===== src/rtl/mem_bus_arbiter_pkg.sv =====
// Shared types and constants for the external memory bus arbiter.
// Holds the FSM encoding, owner codes and the latched-request record.
package mem_bus_arbiter_pkg;

  localparam int unsigned CNT_W = 4;

  typedef enum logic [1:0] {
    ST_IDLE   = 2'd0,
    ST_ACCESS = 2'd1,
    ST_DONE   = 2'd2
  } state_e;

  localparam logic OWNER_CORE = 1'b0;
  localparam logic OWNER_DMA  = 1'b1;

  typedef struct packed {
    logic [15:0] addr;
    logic [15:0] wdata;
    logic        wr0;
    logic        wr1;
    logic        rd;
  } bus_req_t;

  // Any write lane wins over a read request.
  function automatic bus_req_t make_req(input logic [15:0] addr, input logic [15:0] wdata,
                                        input logic wr0, input logic wr1, input logic rd);
    bus_req_t r;
    r.addr  = addr;
    r.wdata = wdata;
    r.wr0   = wr0;
    r.wr1   = wr1;
    r.rd    = rd & ~(wr0 | wr1);
    return r;
  endfunction

endpackage


===== src/rtl/mem_bus_arbiter.sv =====
// Two-master arbiter for the external memory bus: fixed wait-state access window,
// one-cycle ACK, core priority with a burst limit that protects the secondary master.
module mem_bus_arbiter
  import mem_bus_arbiter_pkg::*;
#(
  parameter int unsigned WAIT_STATES = 1,
  parameter int unsigned CORE_BURST  = 4
) (
  input  logic        clk,
  input  logic        reset,
  input  logic        c_req,
  input  logic [15:0] c_addr,
  input  logic [15:0] c_wdata,
  input  logic        c_wr0,
  input  logic        c_wr1,
  input  logic        c_rd,
  input  logic        d_req,
  input  logic [15:0] d_addr,
  input  logic [15:0] d_wdata,
  input  logic        d_wr0,
  input  logic        d_wr1,
  input  logic        d_rd,
  output logic        c_ack,
  output logic        d_ack,
  output logic [15:0] rdata,
  output logic [15:0] addr_buf,
  output logic [15:0] dout_buf,
  input  logic [15:0] din_buf,
  output logic        wr0_buf,
  output logic        wr1_buf,
  output logic        rd_buf,
  output logic        busy,
  output logic        owner
);

  localparam logic [CNT_W-1:0] WaitLoad  = CNT_W'(WAIT_STATES);
  localparam logic [CNT_W-1:0] BurstMax  = CNT_W'(CORE_BURST);

  state_e           state_q, state_d;
  logic [CNT_W-1:0] wait_q, wait_d;
  logic [CNT_W-1:0] burst_q, burst_d;
  bus_req_t         req_q, req_d;
  logic             owner_q, owner_d;
  logic [15:0]      rdata_q, rdata_d;
  logic             grant_dma;

  assign grant_dma = d_req & (~c_req | (burst_q == BurstMax));

  always_comb begin
    state_d = state_q;
    wait_d  = wait_q;
    burst_d = burst_q;
    req_d   = req_q;
    owner_d = owner_q;
    rdata_d = rdata_q;
    unique case (state_q)
      ST_IDLE: begin
        if (c_req || d_req) begin
          state_d = ST_ACCESS;
          wait_d  = WaitLoad;
          if (grant_dma) begin
            owner_d = OWNER_DMA;
            req_d   = make_req(d_addr, d_wdata, d_wr0, d_wr1, d_rd);
            burst_d = '0;
          end else begin
            owner_d = OWNER_CORE;
            req_d   = make_req(c_addr, c_wdata, c_wr0, c_wr1, c_rd);
            if (!d_req) begin
              burst_d = '0;
            end else if (burst_q != BurstMax) begin
              burst_d = burst_q + 4'd1;
            end
          end
        end
      end
      ST_ACCESS: begin
        if (wait_q == '0) begin
          state_d = ST_DONE;
          if (req_q.rd) begin
            rdata_d = din_buf;
          end
        end else begin
          wait_d = wait_q - 4'd1;
        end
      end
      ST_DONE: state_d = ST_IDLE;
      default: state_d = ST_IDLE;
    endcase
  end

  always_ff @(posedge clk or posedge reset) begin
    if (reset) begin
      state_q <= ST_IDLE;
      wait_q  <= '0;
      burst_q <= '0;
      req_q   <= '0;
      owner_q <= OWNER_CORE;
      rdata_q <= '0;
    end else begin
      state_q <= state_d;
      wait_q  <= wait_d;
      burst_q <= burst_d;
      req_q   <= req_d;
      owner_q <= owner_d;
      rdata_q <= rdata_d;
    end
  end

  // Strobes are gated by the state register so an async reset drops them at once.
  assign wr0_buf  = (state_q == ST_ACCESS) & req_q.wr0;
  assign wr1_buf  = (state_q == ST_ACCESS) & req_q.wr1;
  assign rd_buf   = (state_q == ST_ACCESS) & req_q.rd;
  assign addr_buf = req_q.addr;
  assign dout_buf = req_q.wdata;
  assign rdata    = rdata_q;
  assign c_ack    = (state_q == ST_DONE) & (owner_q == OWNER_CORE);
  assign d_ack    = (state_q == ST_DONE) & (owner_q == OWNER_DMA);
  assign busy     = (state_q != ST_IDLE);
  assign owner    = owner_q;

endmodule


===== config.mk =====
export PLATFORM = sky130hd
export DESIGN_NAME = mem_bus_arbiter
export DESIGN_NICKNAME = d
export VERILOG_FILES = /design/src/rtl/mem_bus_arbiter_pkg.sv /design/src/rtl/mem_bus_arbiter.sv
export SDC_FILE = /design/constraint.sdc
export NUM_CORES = 1
export LEC_CHECK = 0
export CAP_MARGIN = 20
export CORE_MARGIN = 2
export CORE_UTILIZATION = 39
export DETAILED_ROUTE_END_ITERATION = 8
export GPL_TIMING_DRIVEN = 0
export PLACE_DENSITY = 0.87
export SYNTH_ARGS = -nofsm -noshare
export SYNTH_HDL_FRONTEND = slang
export SYNTH_SLANG_ARGS = --single-unit

===== constraint.sdc =====
create_clock -name clk -period 2.1 [get_ports clk]
set_clock_uncertainty 0.15 [all_clocks]
set_input_delay 0.42 -clock clk [delete_from_list [all_inputs] [get_ports clk]]
set_output_delay 0.42 -clock clk [all_outputs]
set_load 0.05 [all_outputs]

### After elaboration in Yosys (flattened, before gate mapping)

Index checks and enable logic that the tools add are counted.

| operators by class | value |
|---|---|
| bitwise logic cells | 15 |
| equal/unequal tests | 8 |
| mux-type cells | 11 |
| add/subtract/negate cells | 2 |
| reductions and logical operators | 10 |

Operators by type and width:

| kind | count |
|---|---|
| two-way mux 35 bit | 1 |
| two-way mux 4 bit | 5 |
| AND reduction 3 bit | 3 |
| bitwise AND 1 bit | 8 |
| one-hot mux 4 bit (2 select lines) | 1 |
| != test 2 bit, second input constant | 3 |
| adder 4 x 1 -> 4 bit, second input constant | 1 |
| == test 4 x 3 -> 1 bit, second input constant | 1 |
| logical NOT 4 bit | 1 |
| two-way mux 2 bit | 2 |
| != test 4 x 3 -> 1 bit, second input constant | 1 |
| inverter 1 bit | 4 |
| one-hot mux 2 bit (2 select lines) | 1 |
| AND reduction 2 bit | 2 |
| nonzero test 2 bit | 2 |
| subtractor 4 x 1 -> 4 bit, second input constant | 1 |
| != test 3 x 1 -> 1 bit, second input constant | 1 |
| bitwise OR 1 bit | 3 |
| == test 2 x 1 -> 1 bit, second input constant | 1 |
| == test 2 bit, second input constant | 1 |
| logical NOT 2 bit | 1 |
| logical OR 1 bit | 1 |
| two-way mux 1 bit | 1 |

| storage, ports and cells | value |
|---|---|
| register bits after elaboration | 62 |
| input port bits | 90 |
| output and inout port bits | 55 |

### Depth between registers and ports, before layout

| depth | value |
|---|---|
| depth after elaboration | 5 |
| depth in mapped cells | 6 |
| mapped depth without buffers | 5 |

### Worst setup path after synthesis

No wires, ideal clock.

| timing | value |
|---|---|
| path type | reg2out |
| start point | register state_q[1] |
| end point | output rd_buf |
| required time | 1.530 ns |
| data arrival time | 1.292 ns |
| slack | 0.238 ns |
| cell stages (with the launch flop) | 4 |
| buffers on the path | 1 |
| cells stage by stage | dfrtp_1 buf_6 nand2b_4 nor2_1 |

| between the ends | value |
|---|---|
| cells in the longest elaborated chain, start to end | 2 |

RTL lines:

| element | RTL line | text |
|---|---|---|
| start, declared | mem_bus_arbiter.sv:39 | `state_e state_q, state_d;` |
| start signal, assigned | mem_bus_arbiter.sv:100 | `state_q <= state_d;` |
| == test 2 x 1 -> 1 bit | mem_bus_arbiter.sv:112 | `assign rd_buf = (state_q == ST_ACCESS) & req_q.rd;` |
| bitwise AND 1 bit | mem_bus_arbiter.sv:112 |  |
| end, declared | mem_bus_arbiter.sv:31 | `output logic rd_buf,` |

No other way between the ends.

### Final worst setup path

| timing | value |
|---|---|
| start point | register rdata_q[15] (netlist: rdata[15]) |
| end point | output rdata[15] |

RTL lines:

| element | RTL line | text |
|---|---|---|
| start, declared | mem_bus_arbiter.sv:44 | `logic [15:0] rdata_q, rdata_d;` |
| start signal, assigned | mem_bus_arbiter.sv:105 | `rdata_q <= rdata_d;` |
| end, declared | mem_bus_arbiter.sv:25 | `output logic [15:0] rdata,` |

No word-level cell between the ends.

==> flow_summary.yaml <==
drt:
  ant_nets: 0
  drt_iter0_markers: 154
  drt-wirelength-per-cell_um: 16.32
  finalWirelength_um: 9985
  via_count: 3302
  vias_per_cell: 5.395
  firstDrtPassIters: 5
  detail_route.drc_violations: 0
grt:
  grt_first_pass_wirelength_um: 16070
  grt_pass1_vias: 3299
  use_met1_pct: 26.45
  overflow: 0
  antenna_found_initial: 0
  track_usage_pct: 21.07
  grt_start_max_net_pins: 40
  grt_util_met3_pct: 4.101
  top_usage_layer: "met2"
  grt.met2_usage_pct: 35.95
pwr:
  p_per_area_mw_per_mm2: 1560
  leakagePower_nw: 2.419
  vdd_ir_drop_max_uv: 775.3
setup_path:
  crit_path_end_kind: "output pin"
  cp_top_family: "buffers and inverters"
  crit_type: "flop to output pin"
  cpPeakStageDelay_ns: 0.81
  cp_num_buf_inv: 1
  arrival_ns: 1.49
  crit_slowest_cell: "clkdlybuf4s50_1"
  crit_required_ns: 1.53
  critical_path.max_fanout: 2
  crit_chain: "clkdlybuf4s50_1"
  start_kind: "flop"
final_layout:
  fin_cells: 612
  antenna_cells: 0
  final_nets: 593
  drive_gt1_share_pct: 20.04
  area_growth_syn_to_layout_pct: 53.57
floorplanning:
  row_count: 34
  start_util_pct: 39.52
  chipHeight_um: 97.31
  die_area_mm2: 0.009469
  die_x_um: 97.31
  pin_count: 145
  core_mm2: 0.008593
clock_tree:
  clock_latency_ns: 0.33
  clkTransAtPathRegs_ns: 0.07
  cts.htree.levels: 3
  numCtsBuffers: 9
  clockBufferDepth: 2
  cts_tree: "done"
  cts-root-buf: "clkbuf_8"
  clock_sinks: 62
timing:
  worstMarginPinSlew_ns: 0.5750
  fmax_mhz: 484.9
  final-max-slew-violation-count: 0
  min_period_ns: 2.062
  setup_viol: 0
  relSlewSlack_pct: 61.67
  hold_ws_ns: 0.3503
  post-route-period-util_pct: 98.20
  rsz0062_at_grt: "no"
  finalHoldViolCount: 0
yosys:
  synthArstFlopShare_pct: 100.0
  yosysMostFrequentCell: "dfrtp_1"
  ys_top_cells_by_count: "dfrtp_1 (62), inv_1 (45), nand3_1 (36), nand4_1 (36), o221ai_1 (35)"
  yosysSeqAreaShare_pct: 45.69
  ys_ff_latch: 62
  synthFlopType: "dfrtp_1"
  synth_warnings: 0
  syn_area_per_cell_um2: 9.958
  syn_inst: 341
  synth_area_leader_cell: "dfrtp_1"
  syn_area_mm2: 0.003396
  synth_top_area_share_pct: 45.69
  synth_edf_count: 0
  ys_types: 45
  syn-num-nets: 435
  netlist_top_cells_area: "dfrtp_1 (46%), o221ai_1 (9.0%), buf_4 (7.5%)"
placed_design:
  routabilityCongestion: 0.8700
  placed_cells: 594
  numPortBuffers: 144
  hpwlAfterDp_um: 7382
status:
  status: "complete, no violations"
min_path:
  worstHoldPathType: "primary input to asynchronous set/reset pin"
flow_run:
  drv_cap: 0
## final timing paths
| path | from | cells after the start | endpoint | slack (ns) |
|---|---|---|---|---|
| min in group clk | rdata[8] | 1 | rdata[8] | 0.36 |
| min | reset | 2 | rdata[1] | 0.35 |
| min reg2reg | rdata[8] | 1 | rdata[8] | 0.36 |
| max reg2reg | burst_q[0] | 6 | addr_buf[11] | 0.09 |
| max in group asynchronous | reset | 3 | wait_q[3] | 0.87 |
| max | rdata[15] | 1 | rdata[15] | 0.04 |
## placed cells by master (no fill, tap or decap), types with 6 or more instances in the layout
cell	n
buf_2	15
buf_4	37
clkbuf_1	11
clkbuf_8	12
clkdlybuf4s50_1	99
dfrtp_1	62
dlygate4sd2_1	33
dlymetal6s2s_1	6
inv_1	44
mux2_2	17
nand3_1	36
nand4_1	36
nor2_1	6
o221ai_1	35
## routing by layer
layer,part of all wire (%),routed length [um],vias up
li1,-,-,1521
met1,41,4073,1592
met2,50,5007,166
met3,6.9,685,23
met4,2.2,219,0
met5,0,0,-
## power by group
group | internal (mW) | switching (mW)
registers | 1.75 | 0.316
clock network | 0.765 | 0.462
logic | 1.81 | 3.03
total | 4.33 | 3.80
## final cells by class
type,count,area [um^2]
Timing Repair Buffer,148,1428
Multi-Input combinational cell,173,1294
Buffer,60,400.4
Clock inverter,3,65.06
Tap cell,108,135.1
Clock buffer,13,168.9
Sequential cell,62,1551
Fill cell,743,3378
Inverter,45,172.7
## stage by stage
step                      setup slack (ns)  util, %  cell area (um^2)  power (mW)  TNS, ns
after floorplan                     0.2383        -              3400       5.596        0
after global placement             -0.3719    57.91              4976       6.997   -5.396
after detailed placement           -0.3836    58.14              4996       7.150   -6.750
after CTS                         0.005159    60.22              5175       8.153        0
after global routing             0.0006135    60.69              5215       8.547        0
final                              0.03782    60.69              5215       8.138        0
## cells by family after synthesis
| family | Yosys count | synth area share, % |
|---|---|---|
| adders and majority gates | 4 | 1.474 |
| buffers and inverters | 106 | 16.51 |
| and+or+nand+nor | 99 | 17.25 |
| DFF | 62 | 45.69 |
| AOI/OAI and AO/OA | 49 | 12.31 |
| xor gates and xnor gates | 1 | 0.2580 |
| muxes | 20 | 6.522 |
## worst register-to-register path, cell delays in order (launching register included)
cell and delay, ns:
dfrtp_1 0.41, inv_1 0.06, ha_1 0.21, and3b_1 0.25, o21ai_4 0.29, buf_2 0.31, o221ai_1 0.18
## state kept, by name (all words and copies together) (netlist names)
name,cells
req_q,3
wait_q,4
state_q,2
owner,1
dout_buf,16
burst_q,4
rdata,16
addr_buf,16
## what timing repair did
item | CTS | global route
endpoints found under the hold margin | 0 | 0
endpoints found under the setup margin | 39 | 39
hold buffers | 0 | 0
gates resized for setup | 62 | 17
pin swaps | 0 | 1
buffers inserted | 0 | 3
No activity file was read; power rests on OpenSTA's default activity.
